[config.mk]
export PLATFORM = sky130hd
export DESIGN_NAME = branch_resolver_flat
export DESIGN_NICKNAME = d
export VERILOG_FILES = /design/src/rtl/branch_resolver_pkg.sv /design/src/rtl/branch_resolver_if.sv /design/src/rtl/branch_pending_queue.sv /design/src/rtl/branch_resolver.sv /design/src/flat_wrapper.sv
export SDC_FILE = /design/constraint.sdc
export NUM_CORES = 1
export LEC_CHECK = 0
export CORE_UTILIZATION = 50
export DETAILED_ROUTE_END_ITERATION = 8
export PLACE_DENSITY = 0.71
export SYNTH_ARGS = -nofsm -noshare
export SYNTH_HDL_FRONTEND = slang
export SYNTH_SLANG_ARGS = --single-unit
[constraint.sdc]
create_clock -name clk -period 15.6 [get_ports clk]
set_input_delay 3.12 -clock clk [delete_from_list [all_inputs] [get_ports clk]]
set_output_delay 3.12 -clock clk [all_outputs]
set_load 0.05 [all_outputs]
[src/rtl/branch_resolver_pkg.sv]
// Shared types for the branch resolver: address bus, resolver FSM states, queue entry and mispredict compare.
// The mispredict compare is also used by fetch so both sides agree on what a redirect means.
package branch_resolver_pkg;

    localparam int ADDR_BUS = 32;

    typedef logic [ADDR_BUS-1:0] addr_t;

    typedef enum logic {
        RUN   = 1'b0,
        FLUSH = 1'b1
    } rslv_state_t;

    typedef struct packed {
        addr_t pc;
        addr_t target;       // static target until resolved, actual target afterwards
        addr_t pred_target;
        logic  pred_taken;
        logic  is_jump;
        logic  taken;
        logic  resolved;
    } br_entry_t;

    function automatic logic br_mispredict(logic taken, addr_t target,
                                           logic pred_taken, addr_t pred_target);
        return (taken != pred_taken) || (taken && (target != pred_target));
    endfunction

    // Jumps (JR/JALR) take their target from execute; conditionals keep the static target.
    function automatic br_entry_t br_apply_res(br_entry_t e, logic res_taken, addr_t res_target);
        br_entry_t r;
        r          = e;
        r.resolved = 1'b1;
        if (e.is_jump) begin
            r.taken  = 1'b1;
            r.target = res_target;
        end else begin
            r.taken = res_taken;
        end
        return r;
    endfunction

endpackage

[src/rtl/branch_resolver_if.sv]
// ID / execute-broadcast / fetch-side bus of the branch resolver.
// master drives ID and resolution inputs; slave is the resolver.
interface branch_resolver_if #(
    parameter int TAG_W = 4
) ();
    import branch_resolver_pkg::*;

    logic             id_valid;
    logic             id_ready;
    addr_t            id_pc;
    logic             id_is_jump;
    logic             id_is_taken;
    logic             id_is_determined;
    addr_t            id_target;
    logic [TAG_W-1:0] id_tag;
    logic             id_pred_taken;
    addr_t            id_pred_target;

    logic             res_valid;
    logic [TAG_W-1:0] res_tag;
    logic             res_taken;
    addr_t            res_target;

    logic             redirect_valid;
    addr_t            redirect_pc;
    logic             upd_valid;
    addr_t            upd_pc;
    logic             upd_taken;
    addr_t            upd_target;

    modport master (
        output id_valid, id_pc, id_is_jump, id_is_taken, id_is_determined, id_target,
               id_tag, id_pred_taken, id_pred_target,
               res_valid, res_tag, res_taken, res_target,
        input  id_ready, redirect_valid, redirect_pc, upd_valid, upd_pc, upd_taken, upd_target
    );

    modport slave (
        input  id_valid, id_pc, id_is_jump, id_is_taken, id_is_determined, id_target,
               id_tag, id_pred_taken, id_pred_target,
               res_valid, res_tag, res_taken, res_target,
        output id_ready, redirect_valid, redirect_pc, upd_valid, upd_pc, upd_taken, upd_target
    );

endinterface

[src/rtl/branch_pending_queue.sv]
// In-order pending branch queue with a tag CAM for out-of-order resolution.
// Latency: enqueue/resolve visible next cycle; head view bypasses a same-cycle resolution.
// Backpressure: full flag only; caller must not enqueue when full.
module branch_pending_queue
    import branch_resolver_pkg::*;
#(
    parameter int DEPTH = 4,
    parameter int TAG_W = 4
) (
    input  logic             clk,
    input  logic             rst,
    input  logic             clr,
    input  logic             enq,
    input  br_entry_t        enq_entry,
    input  logic [TAG_W-1:0] enq_tag,
    input  logic             pop,
    input  logic             res_valid,
    input  logic [TAG_W-1:0] res_tag,
    input  logic             res_taken,
    input  addr_t            res_target,
    output logic             empty,
    output logic             full,
    output br_entry_t        head
);

    localparam int PW = $clog2(DEPTH);

    br_entry_t        mem  [DEPTH];
    logic [TAG_W-1:0] tags [DEPTH];
    logic [PW-1:0]    hd;
    logic [PW-1:0]    tl;
    logic [PW:0]      cnt;
    logic [DEPTH-1:0] hit;
    logic             enq_hit;

    assign empty = (cnt == '0);
    assign full  = (cnt == (PW+1)'(DEPTH));

    // A slot is live when its distance from head is below the occupancy count.
    always_comb begin
        hit = '0;
        for (int i = 0; i < DEPTH; i++) begin
            hit[i] = ({1'b0, PW'(PW'(i) - hd)} < cnt) && !mem[i].resolved &&
                     res_valid && (tags[i] == res_tag);
        end
    end

    assign enq_hit = res_valid && !enq_entry.resolved && (enq_tag == res_tag);

    always_comb begin
        head = mem[hd];
        if (hit[hd]) head = br_apply_res(mem[hd], res_taken, res_target);
    end

    always_ff @(posedge clk) begin
        if (!rst || clr) begin
            hd  <= '0;
            tl  <= '0;
            cnt <= '0;
        end else begin
            for (int i = 0; i < DEPTH; i++) begin
                if (hit[i]) mem[i] <= br_apply_res(mem[i], res_taken, res_target);
            end
            if (enq) begin
                mem[tl]  <= enq_hit ? br_apply_res(enq_entry, res_taken, res_target) : enq_entry;
                tags[tl] <= enq_tag;
                tl       <= tl + PW'(1);
            end
            if (pop) hd <= hd + PW'(1);
            cnt <= cnt + {{PW{1'b0}}, enq} - {{PW{1'b0}}, pop};
        end
    end

endmodule

[src/rtl/branch_resolver.sv]
// Resolves ID branches in program order; redirect + predictor update pulses (perf counters under BRANCH_RESOLVER_PERF_EN).
// Latency: outcome known in cycle N (direct or head retire) -> redirect/upd registered in N+1.
// Backpressure: id_ready low when the queue is full or for one FLUSH cycle after a redirect.
module branch_resolver
    import branch_resolver_pkg::*;
#(
    parameter int DEPTH = 4,
    parameter int TAG_W = 4
) (
    input  logic clk,
    input  logic rst,
    input  logic flush_in,
    branch_resolver_if.slave bus
`ifdef BRANCH_RESOLVER_PERF_EN
    ,
    output logic [31:0] perf_branch_cnt,
    output logic [31:0] perf_mispred_cnt
`endif
);

    rslv_state_t state;
    br_entry_t   id_entry;
    br_entry_t   head;
    br_entry_t   fin;
    logic        q_empty;
    logic        q_full;
    logic        accept;
    logic        direct;
    logic        retire;
    logic        finish;
    logic        mispred;
    logic        enq;
    logic        pop;
    logic        q_clr;

    always_comb begin
        id_entry             = '0;
        id_entry.pc          = bus.id_pc;
        id_entry.target      = bus.id_target;
        id_entry.pred_target = bus.id_pred_target;
        id_entry.pred_taken  = bus.id_pred_taken;
        id_entry.is_jump     = bus.id_is_jump;
        id_entry.taken       = bus.id_is_determined && bus.id_is_taken;
        id_entry.resolved    = bus.id_is_determined;
    end

    assign bus.id_ready = (state == RUN) && !q_full;
    assign accept       = bus.id_valid && bus.id_ready;

    // Head retire wins; a direct resolve only happens with an empty queue, so they never collide.
    assign retire  = !q_empty && head.resolved;
    assign direct  = accept && q_empty && bus.id_is_determined;
    assign finish  = retire || direct;
    assign fin     = retire ? head : id_entry;
    assign mispred = finish && br_mispredict(fin.taken, fin.target, fin.pred_taken, fin.pred_target);
    assign enq     = accept && !direct && !mispred;
    assign pop     = retire && !mispred;
    assign q_clr   = flush_in || mispred;

    branch_pending_queue #(
        .DEPTH (DEPTH),
        .TAG_W (TAG_W)
    ) u_queue (
        .clk        (clk),
        .rst        (rst),
        .clr        (q_clr),
        .enq        (enq),
        .enq_entry  (id_entry),
        .enq_tag    (bus.id_tag),
        .pop        (pop),
        .res_valid  (bus.res_valid),
        .res_tag    (bus.res_tag),
        .res_taken  (bus.res_taken),
        .res_target (bus.res_target),
        .empty      (q_empty),
        .full       (q_full),
        .head       (head)
    );

    always_ff @(posedge clk) begin
        if (!rst || flush_in) begin
            state              <= RUN;
            bus.redirect_valid <= 1'b0;
            bus.redirect_pc    <= '0;
            bus.upd_valid      <= 1'b0;
            bus.upd_pc         <= '0;
            bus.upd_taken      <= 1'b0;
            bus.upd_target     <= '0;
        end else begin
            bus.redirect_valid <= mispred;
            bus.upd_valid      <= finish;
            if (finish) begin
                bus.upd_pc     <= fin.pc;
                bus.upd_taken  <= fin.taken;
                bus.upd_target <= fin.target;
            end
            // Not-taken fall-through skips the delay slot.
            if (mispred) bus.redirect_pc <= fin.taken ? fin.target : fin.pc + 32'd8;
            case (state)
                RUN:     if (mispred) state <= FLUSH;
                FLUSH:   state <= RUN;
                default: state <= RUN;
            endcase
        end
    end

`ifdef BRANCH_RESOLVER_PERF_EN
    always_ff @(posedge clk) begin
        if (!rst) begin
            perf_branch_cnt  <= '0;
            perf_mispred_cnt <= '0;
        end else begin
            if (bus.upd_valid)      perf_branch_cnt  <= perf_branch_cnt + 32'd1;
            if (bus.redirect_valid) perf_mispred_cnt <= perf_mispred_cnt + 32'd1;
        end
    end
`endif

endmodule
[src/flat_wrapper.sv]
// flat-port wrapper written by rule: the top's interface ports become plain ports
module branch_resolver_flat import branch_resolver_pkg::*;
#(
    parameter int DEPTH = 4,
    parameter int TAG_W = 4
)
  (clk, rst, flush_in, bus_id_valid, bus_id_pc, bus_id_is_jump, bus_id_is_taken, bus_id_is_determined, bus_id_target, bus_id_tag, bus_id_pred_taken, bus_id_pred_target, bus_res_valid, bus_res_tag, bus_res_taken, bus_res_target, bus_id_ready, bus_redirect_valid, bus_redirect_pc, bus_upd_valid, bus_upd_pc, bus_upd_taken, bus_upd_target);
  branch_resolver_if #(.TAG_W(TAG_W)) bus_i ();
  input  logic clk;
  input  logic rst;
  input  logic flush_in;
  input wire logic [$bits(bus_i.id_valid)-1:0] bus_id_valid;
  input wire logic [$bits(bus_i.id_pc)-1:0] bus_id_pc;
  input wire logic [$bits(bus_i.id_is_jump)-1:0] bus_id_is_jump;
  input wire logic [$bits(bus_i.id_is_taken)-1:0] bus_id_is_taken;
  input wire logic [$bits(bus_i.id_is_determined)-1:0] bus_id_is_determined;
  input wire logic [$bits(bus_i.id_target)-1:0] bus_id_target;
  input wire logic [$bits(bus_i.id_tag)-1:0] bus_id_tag;
  input wire logic [$bits(bus_i.id_pred_taken)-1:0] bus_id_pred_taken;
  input wire logic [$bits(bus_i.id_pred_target)-1:0] bus_id_pred_target;
  input wire logic [$bits(bus_i.res_valid)-1:0] bus_res_valid;
  input wire logic [$bits(bus_i.res_tag)-1:0] bus_res_tag;
  input wire logic [$bits(bus_i.res_taken)-1:0] bus_res_taken;
  input wire logic [$bits(bus_i.res_target)-1:0] bus_res_target;
  output wire logic [$bits(bus_i.id_ready)-1:0] bus_id_ready;
  output wire logic [$bits(bus_i.redirect_valid)-1:0] bus_redirect_valid;
  output wire logic [$bits(bus_i.redirect_pc)-1:0] bus_redirect_pc;
  output wire logic [$bits(bus_i.upd_valid)-1:0] bus_upd_valid;
  output wire logic [$bits(bus_i.upd_pc)-1:0] bus_upd_pc;
  output wire logic [$bits(bus_i.upd_taken)-1:0] bus_upd_taken;
  output wire logic [$bits(bus_i.upd_target)-1:0] bus_upd_target;
  assign bus_i.id_valid = bus_id_valid;
  assign bus_i.id_pc = bus_id_pc;
  assign bus_i.id_is_jump = bus_id_is_jump;
  assign bus_i.id_is_taken = bus_id_is_taken;
  assign bus_i.id_is_determined = bus_id_is_determined;
  assign bus_i.id_target = bus_id_target;
  assign bus_i.id_tag = bus_id_tag;
  assign bus_i.id_pred_taken = bus_id_pred_taken;
  assign bus_i.id_pred_target = bus_id_pred_target;
  assign bus_i.res_valid = bus_res_valid;
  assign bus_i.res_tag = bus_res_tag;
  assign bus_i.res_taken = bus_res_taken;
  assign bus_i.res_target = bus_res_target;
  assign bus_id_ready = bus_i.id_ready;
  assign bus_redirect_valid = bus_i.redirect_valid;
  assign bus_redirect_pc = bus_i.redirect_pc;
  assign bus_upd_valid = bus_i.upd_valid;
  assign bus_upd_pc = bus_i.upd_pc;
  assign bus_upd_taken = bus_i.upd_taken;
  assign bus_upd_target = bus_i.upd_target;
  branch_resolver #(.DEPTH(DEPTH), .TAG_W(TAG_W)) u_core (.clk(clk), .rst(rst), .flush_in(flush_in), .bus(bus_i));
endmodule
After elaboration in Yosys (flattened, before gate mapping):

Memory sizes are Yosys's and may differ from the RTL's. A register that Yosys moved wholly into a read port is not among the register bits.
Index checks and enable logic that the tools add are counted.

* add/subtract/negate cells: 9
* magnitude comparators: 5
* eq/ne operators: 8
* muxes and demuxes: 57
* bitwise logic cells: 1
* reductions and logical operators: 41

Operator list (number)
* 32-bit two-way mux: 17
* 68-bit two-way mux: 2
* 100-bit two-way mux: 1
* 1-bit two-way mux: 33
* 32-bit by 4-bit adder with 32-bit output (second input constant): 1
* 32-bit inequality test: 1
* 1-bit logical AND: 25
* 4-bit == test: 5
* 2-bit by 3-bit < comparator with 1-bit output: 4
* 1-bit zero test: 10
* 1-bit logical OR: 5
* 2-bit by 1-bit adder with 2-bit output (second input constant): 2
* 2-bit two-way mux: 2
* 1-bit by 2-bit subtractor with 2-bit output (first input constant): 2
* 2-bit subtractor (first input constant): 2
* 3-bit by 1-bit adder with 3-bit output: 1
* 3-bit == test (second input constant): 1
* 3-bit zero test: 1
* 2-bit by 3-bit < comparator with 1-bit output (second input constant): 1
* 3-bit by 1-bit subtractor with 3-bit output: 1
* 1-bit binary-select mux with 2-bit select: 1
* 1-bit case mux with 2 select lines: 1
* 1-bit inequality test: 1
* 1-bit inverter: 1

* register bits: 107
* bits in writable memories: 416
* bits of input ports: 146
* output and inout port bits: 100
* memories kept: 2

Memories
* u_core.u_queue.mem: words 4, width 100, read ports 5, clocked after Yosys merged registers in 1, wr ports 5, RTL line branch_pending_queue.sv:28 `br_entry_t mem [DEPTH];`
* u_core.u_queue.tags: words 4, width 4, read ports 4, clocked after Yosys merged registers in 0, wr ports 1, RTL line branch_pending_queue.sv:29 `logic [TAG_W-1:0] tags [DEPTH];`

Longest topological paths before layout:

Gate-level depths: netlist of the first run.

* word-level depth: 19
* mapped depth: 29
* mapped depth without buffers: 23

Hierarchy:

A second synthesis of the first run with hierarchy kept.

* cells, all modules: 1643
* area, all modules: 24574.8 µm²

By module, submodules not included
* branch_pending_queue: instances 1, cells an instance 867, area each 18023.5 µm², seq. area each 12672.2 µm²
* branch_resolver: instances 1, cells an instance 776, area each 6551.3 µm², seq. area each 2001.9 µm²

Worst setup path before layout of the first run:

OpenSTA, ideal clock, no wires.

* path kind: input to register
* from: in bus_res_tag[2]
* to: mem u_core.u_queue.mem[0][1] (netlist bit), data pin
* library setup time: 417 ps
* arrival: 9361 ps
* setup slack: 5822 ps
* cell stages on the path: 14
* cells stage by stage: buf_2 -> xor2_1 -> a2111oi_4 -> nand4_1 -> and4_4 -> a21oi_2 -> buf_6 -> mux2_2 -> o21a_1 -> nor4_1 -> o2111a_1 -> nand4b_1 -> a21oi_1 -> mux2i_1

RTL lines
* start, declared: RTL line flat_wrapper.sv:22 `input wire logic [$bits(bus_i.res_tag)-1:0] bus_res_tag;`
* end, declared: RTL line branch_pending_queue.sv:28

Worst setup path after layout of the first run:

* from: in bus_res_tag[2]
* to: reg u_core.u_queue.cnt[2]

* elaborated cells on any way between the ends: 26
* those cells by class: add/sub: 2; eq/ne: 6; mux: 4; reduce/logical: 14

RTL lines
* 4-bit == test: RTL line branch_pending_queue.sv:44 `res_valid && (tags[i] == res_tag);`
* 1-bit logical AND: RTL line branch_pending_queue.sv:44
* 1-bit binary-select mux with 2-bit select (*): RTL line branch_pending_queue.sv:52 `if (hit[hd]) head = br_apply_res(mem[hd], res_taken, res_target);`
* 1-bit two-way mux (not written as such) (*): RTL line branch_pending_queue.sv:52
* 68-bit two-way mux (*): RTL line branch_pending_queue.sv:52
* 1-bit logical AND: RTL line branch_resolver.sv:51 `assign retire = !q_empty && head.resolved;`
* 100-bit two-way mux: RTL line branch_resolver.sv:54 `assign fin = retire ? head : id_entry;`
* 32-bit inequality test: RTL line branch_resolver_pkg.sv:26 `return (taken != pred_taken) || (taken && (target != pred_target));`
* 1-bit logical AND: RTL line branch_resolver_pkg.sv:26
* 1-bit logical OR: RTL line branch_resolver_pkg.sv:26
* 1-bit logical AND: RTL line branch_resolver.sv:55 `assign mispred = finish && br_mispredict(fin.taken, fin.target, fin.pred_taken, fin.pred_target);`
* 1-bit zero test: RTL line branch_resolver.sv:57 `assign pop = retire && !mispred;`
* 1-bit logical AND (*): RTL line branch_resolver.sv:57
* named net u_core.pop: RTL line branch_resolver.sv:33 `logic pop;`
* 3-bit by 1-bit subtractor with 3-bit output (*): RTL line branch_pending_queue.sv:70 `cnt <= cnt + {{PW{1'b0}}, enq} - {{PW{1'b0}}, pop};`
* end signal, assigned: RTL line branch_pending_queue.sv:70
* end, declared: RTL line branch_pending_queue.sv:32 `logic [PW:0] cnt;`

Mark *: on every way through the listed nets, which the timed path passes. The rest lies on a longest branch. The select of a mux whose other input is x is not followed.
A chain may end at the register's enable or synchronous reset.

==> results of run 1 <==
-- stage by stage --
step / worst slack, ps / utilization / hold slack [ps]
floorplan: 5820 / - / 402
global route: 5620 / 0.613 / 483
global placement: 5780 / 0.572 / 445
finish: 6080 / 0.613 / 457
detailed placement: 5560 / 0.572 / 447
CTS: 6160 / 0.613 / 463
-- cells by family after synthesis --
kind of cell / Yosys count / share of synthesized area
buffers and inverters: 129 / 0.0287
adders and majority gates: 12 / 0.00642
muxes: 310 / 0.189
and+or+nand+nor: 408 / 0.0774
AOI/OAI and AO/OA: 247 / 0.0652
DFF: 525 / 0.598
xor gates and xnor gates: 101 / 0.0360
-- area by class of cell --
class | instances | share of cell area
Sequential cell | 525 | 0.499
Multi-Input combinational cell | 1078 | 0.316
Timing Repair Buffer | 273 | 0.0904
Clock buffer | 77 | 0.0555
Tap cell | 615 | 0.0261
Clock inverter | 25 | 0.0104
Inverter | 20 | 0.00255
Antenna cell | 1 | 0.0000850
-- registers in the layout, indices dropped and copies added, names as in the netlist, named ones only --
register and cells:
u_core.bus.redirect_pc 32, u_core.u_queue.hd 2, u_core.bus.redirect_valid 1, u_core.bus.upd_valid 1
u_core.u_queue.tl 2, u_core.u_queue.mem 400, u_core.u_queue.tags 16, u_core.state 1
u_core.u_queue.cnt 3, u_core.bus.upd_taken 1, u_core.bus.upd_pc 32, u_core.bus.upd_target 32
-- tightest hold or removal path, delay by kind of cell (launching register included) --
family | cells | cell delay [ps]
flip-flops | 1 | 310
AND/OR/NAND/NOR | 1 | 50
AO/OA/AOI/OAI | 1 | 50
-- worst max path at each step --
stage              startpoint                       end  slack (ps)  depth (start not counted)
2_1_floorplan  bus_res_tag[2]  u_core.u_queue.mem[0][1]        5820                         14
3_3_place_gp   bus_res_tag[2]     u_core.u_queue.cnt[2]        5780                         22
3_5_place_dp   bus_res_tag[2]     u_core.u_queue.cnt[2]        5560                         22
4_1_cts        bus_res_tag[2]     u_core.u_queue.cnt[2]        6160                         22
5_1_grt        bus_res_tag[2]     u_core.u_queue.cnt[2]        5620                         22
6_report       bus_res_tag[2]     u_core.u_queue.cnt[2]        6080                         22
-- power groups by stage --
stage	registers (W)	clock network [W]	logic (W)
after detailed placement	0.00158	0	0.000427
after floorplan	0.00162	0	0.000208
after global routing	0.00155	0.00145	0.000458
final	0.00155	0.00139	0.000432
after CTS	0.00155	0.00140	0.000429
after global placement	0.00158	0	0.000421
-- cells in the final DEF (no fill, tap or decap), types with 26 or more instances in the layout --
master,synthesis,layout
clkbuf_16,0,60
a211oi_1,47,47
nand2_1,106,106
nor2_1,145,143
mux2_2,55,55
dfxtp_1,109,107
clkdlybuf4s50_1,0,245
o21ai_0,42,41
buf_4,13,28
edfxtp_1,416,416
mux2_4,30,30
mux2i_1,72,72
xnor2_1,46,46
nor3_1,41,41
mux4_2,99,99
nand4_1,26,26
a21oi_1,101,96
mux2_1,54,54
xor2_1,55,55
-- per-layer routing --
layer  wire [microns]  vias to the layer above  part of all wire
met5                0                        -                 0
met4             3030                        0             0.042
met3             6240                      155             0.087
met2            33600                      835              0.47
met1            28500                     8225              0.40
li1                 -                     7101                 -
==> run metrics, run 1 <==
Final nets=around 2100; CP most frequent cell=xnor2_1; Critical Path RT=16050 ps; period utilization=0.610; antenna violations before repair=0; worst vdd ir=81.8 uV; CTS tree=yes; FMAX=105 MHz; DR WL/cell=27.3 microns; endpoints failing hold=0; post_cts resized=0; CTS buffer count=54; top cells by count, synth=416 x edfxtp_1, 145 x nor2_1, 109 x dfxtp_1, 106 x nand2_1, 101 x a21oi_1; Power Total=about 0.0034 W; CP Cell Sequence=clkdlybuf4s50_1, xor2_1, a2111oi_2, nand4b_1, and4_4, a21oi_4, buf_4, o221ai_2, xnor2_1, nand4b_1, o21a_1, and4b_1, nor2_4, nor2_1, ha_1, inv_1, ha_1, inv_1, fa_1, xnor2_1, xnor2_1, nor3_1; Root Buffer=clkbuf_16; Comb pwr share=0.128; Period minus WS final=roughly 9500 ps; Synth area leader=edfxtp_1; first-pass GRT wire length=roughly 110000 microns; hold endpoint=u_core.bus.upd_target[2]; # IOs=246; Setup-failing EPs final=0; clock skew=21.9 ps; sequential power share=0.460; worst-path fanout max=51; Buf/Inv on CP=4; CTS sink count=about 530; top_reg_cell synth=edfxtp_1; post-synth top area share=0.509; DRT Wirelength=71300 microns; vias=approximately 16000; family with the most delay on the worst path=simple AND/OR/NAND/NOR gates; CP endpoint kind=register; WP data arrival=9960 ps; number of global-route vias before repair=16255; die area=50000 sq um; die height=224 microns; syn avg cell area=14.2 sq um; drt via density=around 6.2; # DRC=0; R2R setup slack=just over 8000 ps; Syn Inst Count=1732; total placed cells including tap cells=between 2000 and 3000; met1 usage=0.392; pwr/cell area=114 nW/um^2; Final HPWL DP=47600 microns; Worst R2R End=u_core.u_queue.cnt[2]; cells on worst reg2reg path=23; Worst R2R Start=u_core.u_queue.cnt[1]; Sw Pwr=between 0.0008 and 0.0009 W; Tot GR Track Use=0.287; Post-synth ARST share=0; DRT Pass-1 Iters=5; Core ar.=48000 sq um; Syn Nets=1890; initial drt markers=~1800; hold_sp=u_core.bus.upd_target[2]; setup_tns=0 ps; Synth Register Bits=525; ranking of synthesized cells by area=edfxtp_1 51%, mux4_2 9.1%, dfxtp_1 8.9%; clk slew on worst S/H paths=60 ps; Final ANT Viol Nets=0; Pint=0.00251 W; RD Place Congestion=0.884; Congestion Overflow GR=0; area growth from synthesis to layout=19.9%; Setup Buffers After CTS=0; actual slew at the worst max-slew pin=1250 ps; CP max stage cell=nor2_4; met3 GRT Util=0.0557; met2 usage=0.452; buffers added on ports=245; Warnings, synthesis=0; design area=29400 sq um; Final Instance Count excl. Fillers=2614; worst skew pair latency=620 ps; Syn Std Cell Area=roughly 25000 sq um; sequential fraction of the synthesis area=0.598; Bufs on Longest Clock Path=3; count leader, synth=edfxtp_1; Hold Crit Depth=2; Worst slew margin=0.155; EDFF count, synth=between 400 and 500; largest net degree at the start of global routing=88; Final Slew Violations=0; Most Crowded Layer GR=met2; Yosys cell types=66; LEAKAGE=around 9.6 nW; startpoint types=primary input; clock share of power=0.411; hold_buf cts=0; critical path's largest stage delay=990 ps; outcome=complete, no violations; Multi-input gate area=around 9300 sq um; Placement Rows=80; Post-DP Area=27500 sq um; share of cells above drive strength 1=0.170; FILL cells=3655; Crit Path Class=primary input to register; RSZ-0062 raised after global routing=false; Switching Share=0.255; min-delay worst type=register to register; Register Area=14700 sq um; Max-cap violations=0; Initial Util=0.511; Die X=224 microns; H-tree depth=2
Power figures use the tool's default switching activity.
==> run 2, diff against run 1 <==
==> constraint.sdc (replaced) <==
create_clock -name clk -period 9.5 [get_ports clk]
set_input_delay 1.9 -clock clk [delete_from_list [all_inputs] [get_ports clk]]
set_output_delay 1.9 -clock clk [all_outputs]
set_load 0.05 [all_outputs]
==> run metrics, run 2 (synthesis results as in run 1) <==
Reg with most FFs=u_core.u_queue.mem (unchanged); buffers added on ports=245 (unchanged); DRT Wirelength=72100 microns (was 71300 microns); actual slew at the worst max-slew pin=1250 ps (about the same); antenna violations before repair=0 (unchanged); worst vdd ir=116 uV (was 81.8 uV); Die X=224 microns (unchanged); commonest non-fill, non-tap cell in the layout=edfxtp_1 (unchanged); DRT Pass-1 Iters=8 (was 5); Final ANT Viol Nets=0 (unchanged); startpoint types=primary input (unchanged); Final Instance Count excl. Fillers=2619 (was 2614); die area=50000 sq um (unchanged); Placement Rows=80 (unchanged); worst skew pair latency=620 ps (about the same); drt via density=6.25 (was 6.24); RSZ-0062 raised after global routing=false (unchanged); outcome=complete, no violations (unchanged); number of global-route vias before repair=16263 (was 16255); CTS tree=yes (unchanged); Congestion Overflow GR=0 (unchanged); die height=224 microns (unchanged); initial drt markers=1899 (was 1770); clk slew on worst S/H paths=60 ps (about the same); Bufs on Longest Clock Path=3 (unchanged); CTS buffer count=55 (was 54); period utilization=0.829; Power Total=0.00558 W (was 0.00337 W); most frequent cells in the layout=416 x edfxtp_1, 245 x clkdlybuf4s50_1, 143 x nor2_1, 107 x dfxtp_1, 106 x nand2_1 (unchanged); endpoints failing hold=0 (unchanged); Root Buffer=clkbuf_16 (unchanged); Setup Buffers After CTS=0 (unchanged); Final HPWL DP=48700 microns (was 47600 microns); post_cts resized=0 (unchanged); Setup-failing EPs final=0 (unchanged); Period minus WS final=7880 ps; RD Place Congestion=0.971 (was 0.884); Post-DP Area=27600 sq um (was 27500 sq um); total placed cells including tap cells=2514 (was 2511); WP data arrival=8150 ps (was 9960 ps); # DRC=0 (unchanged); largest net degree at the start of global routing=75 (was 88); Final Slew Violations=0 (unchanged); CP endpoint kind=register (unchanged); LEAKAGE=9.63 nW (was 9.59 nW); max reg flops=400 (unchanged); hold_ws=455 ps (was 457 ps); FILL cells=3640 (was 3655); Tot GR Track Use=0.288 (was 0.287); Worst slew margin=0.153 (was 0.155); hold_buf cts=0 (unchanged); Crit Path Class=primary input to register (unchanged); # IOs=246 (unchanged); Initial Util=0.511 (unchanged); design area=29500 sq um (was 29400 sq um); setup_tns=0 ps (unchanged); CTS sink count=525 (unchanged); area growth from synthesis to layout=20.3% (was 19.9%); worst-path fanout max=50 (was 51); Critical Path RT=9770 ps (was 16050 ps); Max-cap violations=0 (unchanged); first-pass GRT wire length=105000 microns (was 106000 microns); vias=16372 (was 16316); DR WL/cell=27.5 microns (was 27.3 microns); pwr/cell area=189 nW/um^2 (was 114 nW/um^2); clock skew=22.6 ps (was 21.9 ps); min-delay worst type=register to register (unchanged); Final nets=2114 (was 2110); Core ar.=48000 sq um (unchanged); share of cells above drive strength 1=0.170 (about the same); FMAX=roughly 130 MHz; H-tree depth=2 (unchanged)
run 2: cell types whose count changed in the layout (fill, tap and decap cells not counted), sizes merged:
cell / delta
clkinv: +12
clkbuf: -10
bufinv: +5
buf: +3
clkinvlp: -3
inv: -2
run 2: power by group:
part | total, W | switching, W | internal [W] | leakage [nW]
logic | 0.000716 | 0.000456 | 0.000260 | 4.05
registers | 0.00255 | 0.0000294 | 0.00252 | 4.64
clock network | 0.00231 | 0.000923 | 0.00139 | 0.943
total | 0.00558 | 0.00141 | 0.00417 | 9.63
run 2: path summary, 6_finish.rpt:
path | from | to | slack (ps) | cells past startpoint
setup reg to reg | u_core.u_queue.cnt[1] | u_core.u_queue.mem[1][98] | 2480 | 14
setup / recovery | bus_res_tag[2] | u_core.u_queue.mem[1][98] | 1620 | 13
hold reg to reg | u_core.bus.upd_target[12] | u_core.bus.upd_target[12] | 450 | 2
hold / removal | u_core.bus.upd_target[12] | u_core.bus.upd_target[12] | 450 | 2
run 2: layout make-up:
| type | count | area [sq um] | area share |
|---|---|---|---|
| multi-input combinational | 1078 | 9310 | 0.315 |
| antenna | 1 | 2.50 | 0.0000847 |
| clock buffer | 67 | 1490 | 0.0505 |
| inverter | 20 | 75.1 | 0.00254 |
| timing repair buffer | 276 | 2750 | 0.0930 |
| clock inverter | 37 | 459 | 0.0155 |
| sequential | 525 | 14700 | 0.497 |
| tap | 615 | 769 | 0.0260 |
run 2: per-layer routing:
layer  global-route usage  routed length, microns  up-vias  share of wire
li1                     -                       -     7104              -
met1                0.387                   28700     8174           0.40
met2                0.452                   33500      915           0.46
met3               0.0611                    6660      179          0.092
met4                0.133                    3270        0          0.045
met5                    0                       0        -              0
run 2: critical path, stage by stage:
cell and delay [ps]:
clkdlybuf4s50_1 560, xor2_1 260, a2111oi_4 260, nand4_1 270
a41oi_2 900, mux2i_1 270, a211o_1 340, o41ai_1 620
nand3_1 200, nor2_1 170, nand4b_1 770, a21oi_4 1170
buf_12 400
run 2: per-stage QoR:
step,worst slack [ps],utilization
floorplan,942,-
global placement,1440,0.574
detailed placement,1250,0.574
CTS,1880,0.615
global route,1450,0.615
finish,1620,0.615
